[src/rtl/keystone_pkg.sv]
// Types and constants shared by the Keystone video front-end blocks.
package keystone_pkg;

    localparam int DEF_WIDTH   = 1920;
    localparam int DEF_HEIGHT  = 1080;
    localparam int BEAT_DATA_W = 64;

    localparam int ERR_SHORT     = 0;
    localparam int ERR_LONG      = 1;
    localparam int ERR_EARLY_SOF = 2;
    localparam int ERR_ORPHAN    = 3;

    typedef enum logic [2:0] {
        WAIT_SOF,
        PASS,
        PAD_LINE,
        PAD_FRAME,
        DROP
    } sanitizer_state_t;

    typedef struct packed {
        logic [BEAT_DATA_W-1:0] data;
        logic                   user;
        logic                   last;
    } video_beat_t;

endpackage

[src/rtl/axis_out_reg.sv]
// Single-entry AXI4-Stream output register; carries an end-of-frame tag
// alongside the beat so the top can pulse frame_done on downstream accept.
module axis_out_reg
    import keystone_pkg::*;
(
    input  logic        aclk,
    input  logic        aresetn,
    input  logic        aclken,
    input  logic        i_clr,
    input  logic        i_push,
    input  video_beat_t i_beat,
    input  logic        i_eof,
    input  logic        i_ready,
    output logic        o_valid,
    output video_beat_t o_beat,
    output logic        o_eof
);

    logic        r_valid;
    video_beat_t r_beat;
    logic        r_eof;

    always_ff @(posedge aclk or negedge aresetn) begin
        if (!aresetn) begin
            r_valid <= 1'b0;
            r_beat  <= '0;
            r_eof   <= 1'b0;
        end else if (aclken) begin
            if (i_clr) begin
                r_valid <= 1'b0;
                r_beat  <= '0;
                r_eof   <= 1'b0;
            end else if (i_push) begin
                r_valid <= 1'b1;
                r_beat  <= i_beat;
                r_eof   <= i_eof;
            end else if (i_ready) begin
                r_valid <= 1'b0;
            end
        end
    end

    assign o_valid = r_valid;
    assign o_beat  = r_beat;
    assign o_eof   = r_eof;

endmodule

[src/rtl/video_frame_sanitizer.sv]
// Forces every output frame to exactly WIDTH x HEIGHT beats with one SOF and
// one EOL per line, padding, dropping and flagging malformed input.
module video_frame_sanitizer
    import keystone_pkg::*;
#(
    parameter int                DATA_W    = 64,
    parameter int                WIDTH     = DEF_WIDTH,
    parameter int                HEIGHT    = DEF_HEIGHT,
    parameter logic [DATA_W-1:0] PAD_VALUE = '0,
    parameter int                CNT_W     = 12
) (
    input  logic              aclk,
    input  logic              aresetn,
    input  logic              aclken,
    input  logic              SW_RESET,
    input  logic [DATA_W-1:0] s_axis_video_tdata_in,
    input  logic              s_axis_video_tvalid_in,
    output logic              s_axis_video_tready_out,
    input  logic              s_axis_video_tuser_in,
    input  logic              s_axis_video_tlast_in,
    output logic [DATA_W-1:0] s_axis_video_tdata_out,
    output logic              s_axis_video_tvalid_out,
    input  logic              s_axis_video_tready_in,
    output logic              s_axis_video_tuser_out,
    output logic              s_axis_video_tlast_out,
    output logic              frame_done,
    output logic [3:0]        err_flags,
    output logic [15:0]       frames_out
);

    sanitizer_state_t r_state;
    logic [CNT_W-1:0] r_x, r_y;
    logic [3:0]       r_err;
    logic [15:0]      r_frames;

    logic             w_valid_out, w_out_eof, w_slot_free, w_tready, w_acc;
    logic             w_at_origin, w_x_end, w_f_end, w_sof_hold;
    logic             w_fwd, w_pad, w_push, w_done;
    video_beat_t      w_in_beat, w_out_beat;
    sanitizer_state_t w_fwd_state;
    logic [3:0]       w_fwd_err;

    assign w_slot_free = !w_valid_out || s_axis_video_tready_in;
    assign w_at_origin = (r_x == '0) && (r_y == '0);
    assign w_x_end     = (r_x == CNT_W'(WIDTH - 1));
    assign w_f_end     = w_x_end && (r_y == CNT_W'(HEIGHT - 1));
    assign w_sof_hold  = s_axis_video_tvalid_in && s_axis_video_tuser_in;

    // An SOF arriving mid-frame is left on the bus until the frame is closed.
    always_comb begin
        w_tready = 1'b0;
        case (r_state)
            WAIT_SOF:   w_tready = w_slot_free;
            PASS, DROP: w_tready = w_slot_free && !w_sof_hold;
            default:    w_tready = 1'b0;
        endcase
    end

    assign w_acc  = s_axis_video_tvalid_in && w_tready;
    assign w_fwd  = w_acc && ((r_state == PASS) ||
                              (r_state == WAIT_SOF && s_axis_video_tuser_in));
    assign w_pad  = ((r_state == PAD_LINE) || (r_state == PAD_FRAME)) && w_slot_free;
    assign w_push = w_fwd || w_pad;
    assign w_done = aclken && w_valid_out && s_axis_video_tready_in && w_out_eof;

    always_comb begin
        w_fwd_err   = '0;
        w_fwd_state = PASS;
        if (w_x_end && !s_axis_video_tlast_in) w_fwd_err[ERR_LONG]  = 1'b1;
        if (!w_x_end && s_axis_video_tlast_in) w_fwd_err[ERR_SHORT] = 1'b1;
        if (w_f_end)
            w_fwd_state = WAIT_SOF;
        else if (w_x_end && !s_axis_video_tlast_in)
            w_fwd_state = DROP;
        else if (!w_x_end && s_axis_video_tlast_in)
            w_fwd_state = PAD_LINE;
    end

    // Beat struct is fixed-width; tdata is sized in and out of it.
    assign w_in_beat.data = w_fwd ? BEAT_DATA_W'(s_axis_video_tdata_in)
                                  : BEAT_DATA_W'(PAD_VALUE);
    assign w_in_beat.user = w_at_origin;
    assign w_in_beat.last = w_x_end;

    axis_out_reg u_out (
        .aclk    (aclk),
        .aresetn (aresetn),
        .aclken  (aclken),
        .i_clr   (SW_RESET),
        .i_push  (w_push),
        .i_beat  (w_in_beat),
        .i_eof   (w_f_end),
        .i_ready (s_axis_video_tready_in),
        .o_valid (w_valid_out),
        .o_beat  (w_out_beat),
        .o_eof   (w_out_eof)
    );

    always_ff @(posedge aclk or negedge aresetn) begin
        if (!aresetn) begin
            r_state  <= WAIT_SOF;
            r_x      <= '0;
            r_y      <= '0;
            r_err    <= '0;
            r_frames <= '0;
        end else if (aclken) begin
            if (SW_RESET) begin
                r_state  <= WAIT_SOF;
                r_x      <= '0;
                r_y      <= '0;
                r_err    <= '0;
                r_frames <= '0;
            end else begin
                if (w_done) r_frames <= r_frames + 16'd1;
                if (w_push) begin
                    if (w_x_end) begin
                        r_x <= '0;
                        r_y <= (r_y == CNT_W'(HEIGHT - 1)) ? '0 : r_y + CNT_W'(1);
                    end else begin
                        r_x <= r_x + CNT_W'(1);
                    end
                end
                case (r_state)
                    WAIT_SOF: begin
                        if (w_acc && !s_axis_video_tuser_in) r_err[ERR_ORPHAN] <= 1'b1;
                        if (w_fwd) begin
                            r_state <= w_fwd_state;
                            r_err   <= r_err | w_fwd_err;
                        end
                    end
                    PASS, DROP: begin
                        if (w_sof_hold) begin
                            if (!w_at_origin) r_err[ERR_EARLY_SOF] <= 1'b1;
                            r_state <= w_at_origin ? WAIT_SOF : PAD_FRAME;
                        end else if (w_fwd) begin
                            r_state <= w_fwd_state;
                            r_err   <= r_err | w_fwd_err;
                        end else if (r_state == DROP && w_acc && s_axis_video_tlast_in) begin
                            r_state <= PASS;
                        end
                    end
                    PAD_LINE: if (w_pad && w_x_end) r_state <= w_f_end ? WAIT_SOF : PASS;
                    PAD_FRAME: if (w_pad && w_f_end) r_state <= WAIT_SOF;
                    default: r_state <= WAIT_SOF;
                endcase
            end
        end
    end

    assign s_axis_video_tready_out = w_tready;
    assign s_axis_video_tvalid_out = w_valid_out;
    assign s_axis_video_tdata_out  = DATA_W'(w_out_beat.data);
    assign s_axis_video_tuser_out  = w_out_beat.user;
    assign s_axis_video_tlast_out  = w_out_beat.last;
    assign frame_done              = w_done;
    assign err_flags               = r_err;
    assign frames_out              = r_frames;

endmodule

[config.mk]
export PLATFORM = sky130hd
export DESIGN_NAME = video_frame_sanitizer
export DESIGN_NICKNAME = d
export VERILOG_FILES = /design/src/rtl/keystone_pkg.sv /design/src/rtl/axis_out_reg.sv /design/src/rtl/video_frame_sanitizer.sv
export SDC_FILE = /design/constraint.sdc
export NUM_CORES = 1
export LEC_CHECK = 0
export CAP_MARGIN = 25
export CORE_ASPECT_RATIO = 1.1
export CORE_MARGIN = 4
export CORE_UTILIZATION = 44
export DETAILED_ROUTE_END_ITERATION = 8
export PLACE_DENSITY = 0.76
export SYNTH_ARGS = -nofsm -noshare
export SYNTH_HDL_FRONTEND = slang
export SYNTH_HIERARCHICAL = 1
export SYNTH_SLANG_ARGS = --single-unit
export TNS_END_PERCENT = 50
[constraint.sdc]
create_clock -name aclk -period 2.1 [get_ports aclk]
set_clock_uncertainty 0.05 [all_clocks]
set_input_delay 0.525 -clock aclk [delete_from_list [all_inputs] [get_ports aclk]]
set_output_delay 0.525 -clock aclk [all_outputs]
set_load 0.005 [all_outputs]
; ---- Yosys cells after proc, flatten, opt, wreduce, memory -nomap -nowiden
; Index checks and enable logic that the tools add are counted.
[word_totals]
word_cells = 117
register_bits = 115
output_inout_bits = 89
in_bits = 72
[op_classes]
bitwise = 1
eq_ne = 15
n_mux = 42
add_sub_neg = 3
n_reduce_logical = 44
[ops]
columns = op, count
row1 = 2-to-1 mux 66 bit, 2
row2 = 2-to-1 mux 12 bit, 7
row3 = 2-to-1 mux 64 bit, 1
row4 = 2-to-1 mux 16 bit, 2
row5 = 2-to-1 mux 3 bit, 9
row6 = adder 12 x 1 -> 12 bit (second input constant), 2
row7 = == test 12 x 11 -> 1 bit (second input constant), 2
row8 = zero test 12 bit, 2
row9 = AND reduction 5 bit, 4
row10 = logical AND 1 bit, 18
row11 = adder 16 x 1 -> 16 bit (second input constant), 1
row12 = 2-to-1 mux 1 bit, 12
row13 = 2-to-1 mux 4 bit, 3
row14 = one-hot mux 3 bit (4 select lines), 1
row15 = inequality test 3 bit (second input constant), 3
row16 = inequality test 4 bit (second input constant), 2
row17 = one-hot mux 4 bit (2 select lines), 1
row18 = == test 3 x 2 -> 1 bit (second input constant), 2
row19 = 2-to-1 mux 2 bit, 3
row20 = inequality test 3 x 2 -> 1 bit (second input constant), 2
row21 = AND reduction 2 bit, 3
row22 = nonzero test 2 bit, 3
row23 = nonzero test 3 bit, 2
row24 = zero test 1 bit, 5
row25 = other kinds (10), 13

; ---- Depth between registers and ports, before layout
[depth]
word_depth = 12
ltp_mapped = 9
mapped_depth_nobuf = 9

; ---- Hierarchy
; The synthesis kept the hierarchy.
[modules_own_cells]
columns = mod, instances, cells_each, seq_area_each_um2, area_each_um2
row1 = video_frame_sanitizer, 1, 379, 1176.1, 3213.1
row2 = axis_out_reg, 1, 304, 1701.6, 2900.3

; ---- Least setup slack after synthesis
; OpenSTA, ideal clock, no wires.
[synth_path]
path_type = input -> register
from = input port s_axis_video_tready_in
to = register r_y[4]
n_path_buf = 0
t_required_ns = 1.963
setup_slack_ns = 0.072
t_arrival_ns = 1.892
stages = 6
setup_ns = 0.087
cell_sequence = and2b_4 > or3_1 > a21oi_1 > o21ai_1 > or4_1 > o211ai_1
[synth_via]
elab_chain_len = 8
word_cells_on_any_way = 9
classes_between = 1 x mux / 8 x reduce/logical
[synth_rtl]
columns = item, line
row1 = from (decl), video_frame_sanitizer.sv:23  ; input logic s_axis_video_tready_in,
row2 = logical OR 1 bit (*), video_frame_sanitizer.sv:43  ; assign w_slot_free = !w_valid_out || s_axis_video_tready_in;
row3 = logical AND 1 bit, video_frame_sanitizer.sv:54  ; PASS, DROP: w_tready = w_slot_free && !w_sof_hold;
row4 = one-hot mux 1 bit (2 select lines), video_frame_sanitizer.sv:52  ; case (r_state)
row5 = logical AND 1 bit, video_frame_sanitizer.sv:59  ; assign w_acc = s_axis_video_tvalid_in && w_tready;
row6 = logical AND 1 bit, video_frame_sanitizer.sv:60  ; assign w_fwd = w_acc && ((r_state == PASS) ||
row7 = logical OR 1 bit (*), video_frame_sanitizer.sv:63  ; assign w_push = w_fwd || w_pad;
row8 = nonzero test 2 bit (no line) (*), -
row9 = AND reduction 3 bit (no line) (*), -
row10 = to (signal assigned), video_frame_sanitizer.sv:118  ; r_y <= (r_y == CNT_W'(HEIGHT - 1)) ? '0 : r_y + CNT_W'(1);
row11 = to (decl), video_frame_sanitizer.sv:32  ; logic [CNT_W-1:0] r_x, r_y;
; Every way passes the cells marked *; elsewhere a longest branch is shown, timed or not.
; A chain may end at the register's enable or synchronous reset.

; ---- Final worst setup path
[layout_path]
from = register u_out.r_valid, in the netlist u_out/o_valid
to = output port s_axis_video_tready_out
[layout_via]
elab_chain_len = 4
[layout_rtl]
columns = item, line
row1 = from (decl), axis_out_reg.sv:19  ; logic r_valid;
row2 = from (signal assigned), axis_out_reg.sv:25  ; r_valid <= 1'b0;
row3 = from (signal assigned), axis_out_reg.sv:30  ; r_valid <= 1'b0;
row4 = from (signal assigned), axis_out_reg.sv:34  ; r_valid <= 1'b1;
row5 = zero test 1 bit (*), video_frame_sanitizer.sv:43
row6 = logical OR 1 bit (*), video_frame_sanitizer.sv:43
row7 = logical AND 1 bit, video_frame_sanitizer.sv:54
row8 = one-hot mux 1 bit (2 select lines) (*), video_frame_sanitizer.sv:52
row9 = to (decl), video_frame_sanitizer.sv:18  ; output logic s_axis_video_tready_out,
; Marked as above.

==> results.yml <==
clock_tree:
  clock-sinks: 115
  cts_max_path_buffers: 2
  insertion_delay_ns: 0.42
  cts_tree: "done"
  numCtsBuffers: 17
  h-tree-depth: 4
  clk_pin_slew_ns: 0.05
  cts-root-buf: "clkbuf_16"
  ctsHoldBuffers: 0
yosys:
  synth-main-ff-cell: "dfrtp_1"
  synth_area_leaders: "dfrtp_1, o21ai_0, and2_1, nand2_1, o21ai_1"
  ys_top_cells_by_count: "dfrtp_1, o21ai_0, nand2_1, and2_1, o21ai_1"
  avgSynthCellArea_um2: 8.95
  netlist_instances: 683
  synth-seq-cells: 115
  synth_edf_count: 0
  synth_nets: 763
  yosysSeqAreaShare_pct: 47.1
  yosysMostFrequentCell: "dfrtp_1"
  synth_cell_types: 63
  yosysTopAreaCell: "dfrtp_1"
  async_flop_share_pct: 100
  yosys.area.top_type_share_pct: 47.1
  mappedNetlistArea_mm2: 0.00611
  yosys_warnings: 6
die:
  core_mm2: 0.0134
  start_util_pct: 45.5
  die_area_mm2: 0.0158
  pin_count: 161
  die_w_um: 120
  rows: 44
  die_h_um: 132
grt:
  grt.total_usage_pct: 22.8
  grt_max_degree: 67
  grt_overflow: 0
  grtUsageMet1_pct: 27.7
  grt_pass1_vias: 5873
  grt-busiest-layer: "met2"
  grt_util_met2_pct: 39.4
  met3_usage_pct: 5.12
  grt_pass1_wl_um: 29400
  antenna_found_initial: 0
detailed_routing:
  drc: 0
  routed_via_density: 5.37
  wl_um: 18100
  drtPass1Iterations: 5
  first_iter_violations: 481
  dr_total_vias: 5857
  wl_per_cell_um: 16.6
  final_antenna_net_count: 0
place:
  postPlaceCellArea_mm2: 0.00825
  numPortBuffers: 160
  dp_hpwl_um: 12800
  place_congestion: 0.925
final_layout:
  regArea_mm2: 0.00288
  layout-drive-gt1-share_pct: 17.2
  area_growth_syn_to_layout_pct: 48.5
  final_area_mm2: 0.00908
  multi_input_comb_area_mm2: 0.00306
  diodes: 0
  fill_cells: 1076
  postLayoutCoreUtil_pct: 67.6
  final_nets: 974
run_status:
  status: "finished, violations left"
  violations: "negative hold slack"
critical_path:
  cp-start-kind: "register"
  critPathKind: "register to primary output"
  rr_worst_depth: 8
  cp_max_fo: 3
  end_kind: "primary output"
  arrival_ns: 1.52
  worstPathRequired_ns: 1.52
power:
  ir_drop_mv: 0.494
  finalPower_w: 0.00781
  leakagePower_nw: 3.89
  power.density_mw_per_mm2: 860
sta:
  finalHoldViolations: 2
  fmax_mhz: 477
  worstMarginPinSlew_ns: 0.576
  rsz0062_at_grt: "yes"
  period_share_pct: 99.9
  slew-limit-headroom_pct: 61.6
  period_minus_slack_ns: 2.10
  tns_ns: 0
  drv_slew: 0
  setup_viol: 0
  holdWs_ns: -0.000137
job:
  maxCapViolations: 0
worst_hold_path:
  hold_path_class: "primary input to asynchronous set/reset pin"
==> critical path, cell delays in order (launching register included) <==
cell and delay [ns]:
dfrtp_1 0.40, buf_6 0.14, and2b_4 0.16, buf_6 0.12, nor3_4 0.15, buf_2 0.13
==> path summary, 6_finish.rpt <==
check                                               start                           end  slack (ns)
worst min-delay path                              aresetn            r_x[4]$_DFFE_PN0P_     -0.0001
min in group aclk                                SW_RESET     frames_out[1]$_DFFE_PN0P_        0.39
worst max register to register  u_out/o_valid$_DFFE_PN0P_        r_state[1]$_DFFE_PN0P_        0.03
worst min register to register        r_y[11]$_DFFE_PN0P_           r_y[11]$_DFFE_PN0P_        0.44
max in group asynchronous                         aresetn  u_out/o_beat[27]$_DFFE_PN0P_        1.37
worst max-delay path            u_out/o_valid$_DFFE_PN0P_       s_axis_video_tready_out       0.003
==> per-stage QoR <==
| stage | instances | setup WS [ns] |
|---|---|---|
| after floorplan | 683 | 0.0718 |
| after global placement | 1051 | -0.651 |
| after detailed placement | 1051 | -0.646 |
| after CTS | 1089 | -0.0293 |
| after global routing | 1091 | -0.0735 |
| final | 1091 | 0.00252 |
==> layout by cell type (no fill, tap or decap), types with 5 or more instances in the layout <==
| cell type | Yosys | layout |
|---|---|---|
| nand4_1 | 10 | 10 |
| inv_1 | 18 | 18 |
| xnor2_1 | 5 | 5 |
| and3_1 | 6 | 6 |
| dfrtp_1 | 115 | 115 |
| ha_1 | 8 | 8 |
| nand3_1 | 17 | 14 |
| clkdlybuf4s50_1 | 0 | 151 |
| buf_4 | 3 | 66 |
| xor2_1 | 15 | 14 |
| a31oi_1 | 6 | 6 |
| and2_1 | 72 | 71 |
| nand2_1 | 86 | 85 |
| buf_12 | 6 | 6 |
| clkbuf_16 | 0 | 17 |
| buf_6 | 0 | 7 |
| nor2_1 | 38 | 36 |
| o31ai_1 | 6 | 6 |
| a21oi_1 | 11 | 10 |
| clkinv_2 | 0 | 5 |
| o21ai_1 | 63 | 65 |
| o21ai_0 | 91 | 88 |
| nor4_1 | 5 | 5 |
==> power breakdown <==
part	total, W	switching (W)	internal (W)
sequential	0.00258	0.000148	0.00243
clock	0.00274	0.00100	0.00174
combinational	0.00249	0.00125	0.00123
==> cell type report <==
cell class	count	share of cell area (%)
clock buffer	23	5.37
timing repair buffer	238	25.0
inverter	20	0.827
tap	184	2.54
sequential	115	31.7
clock inverter	9	0.868
multi-input combinational	502	33.7
==> metal layers <==
layer	share of wire, %	vias up
met5	0	-
met4	2.5	0
met3	4.5	34
met2	52	180
met1	41	2864
li1	-	2779
==> logic make-up after synthesis <==
kind of cell	count (synthesis)	synth area share (%)
compound gates	202	18.9
xor+xnor	20	2.87
fa+ha+maj	9	1.80
buf+inv	66	6.04
flops	115	47.1
mux	2	0.327
simple gates	269	23.0
==> sequential cells by signal (all words and copies together) (netlist names) <==
name,flops
frames_out,16
err_flags,4
r_x,12
r_y,12
u_out/o_beat,66
u_out/o_valid,1
r_state,3
u_out/o_eof,1
==> what timing repair did <==
item | CTS | global route
setup endpoints to repair | 98 | 97
gates resized for setup | 19 | 40
hold endpoints to repair | 0 | 0
buffers inserted | 6 | 2
pin swaps | 6 | 14
Power figures use the tool's default switching activity.
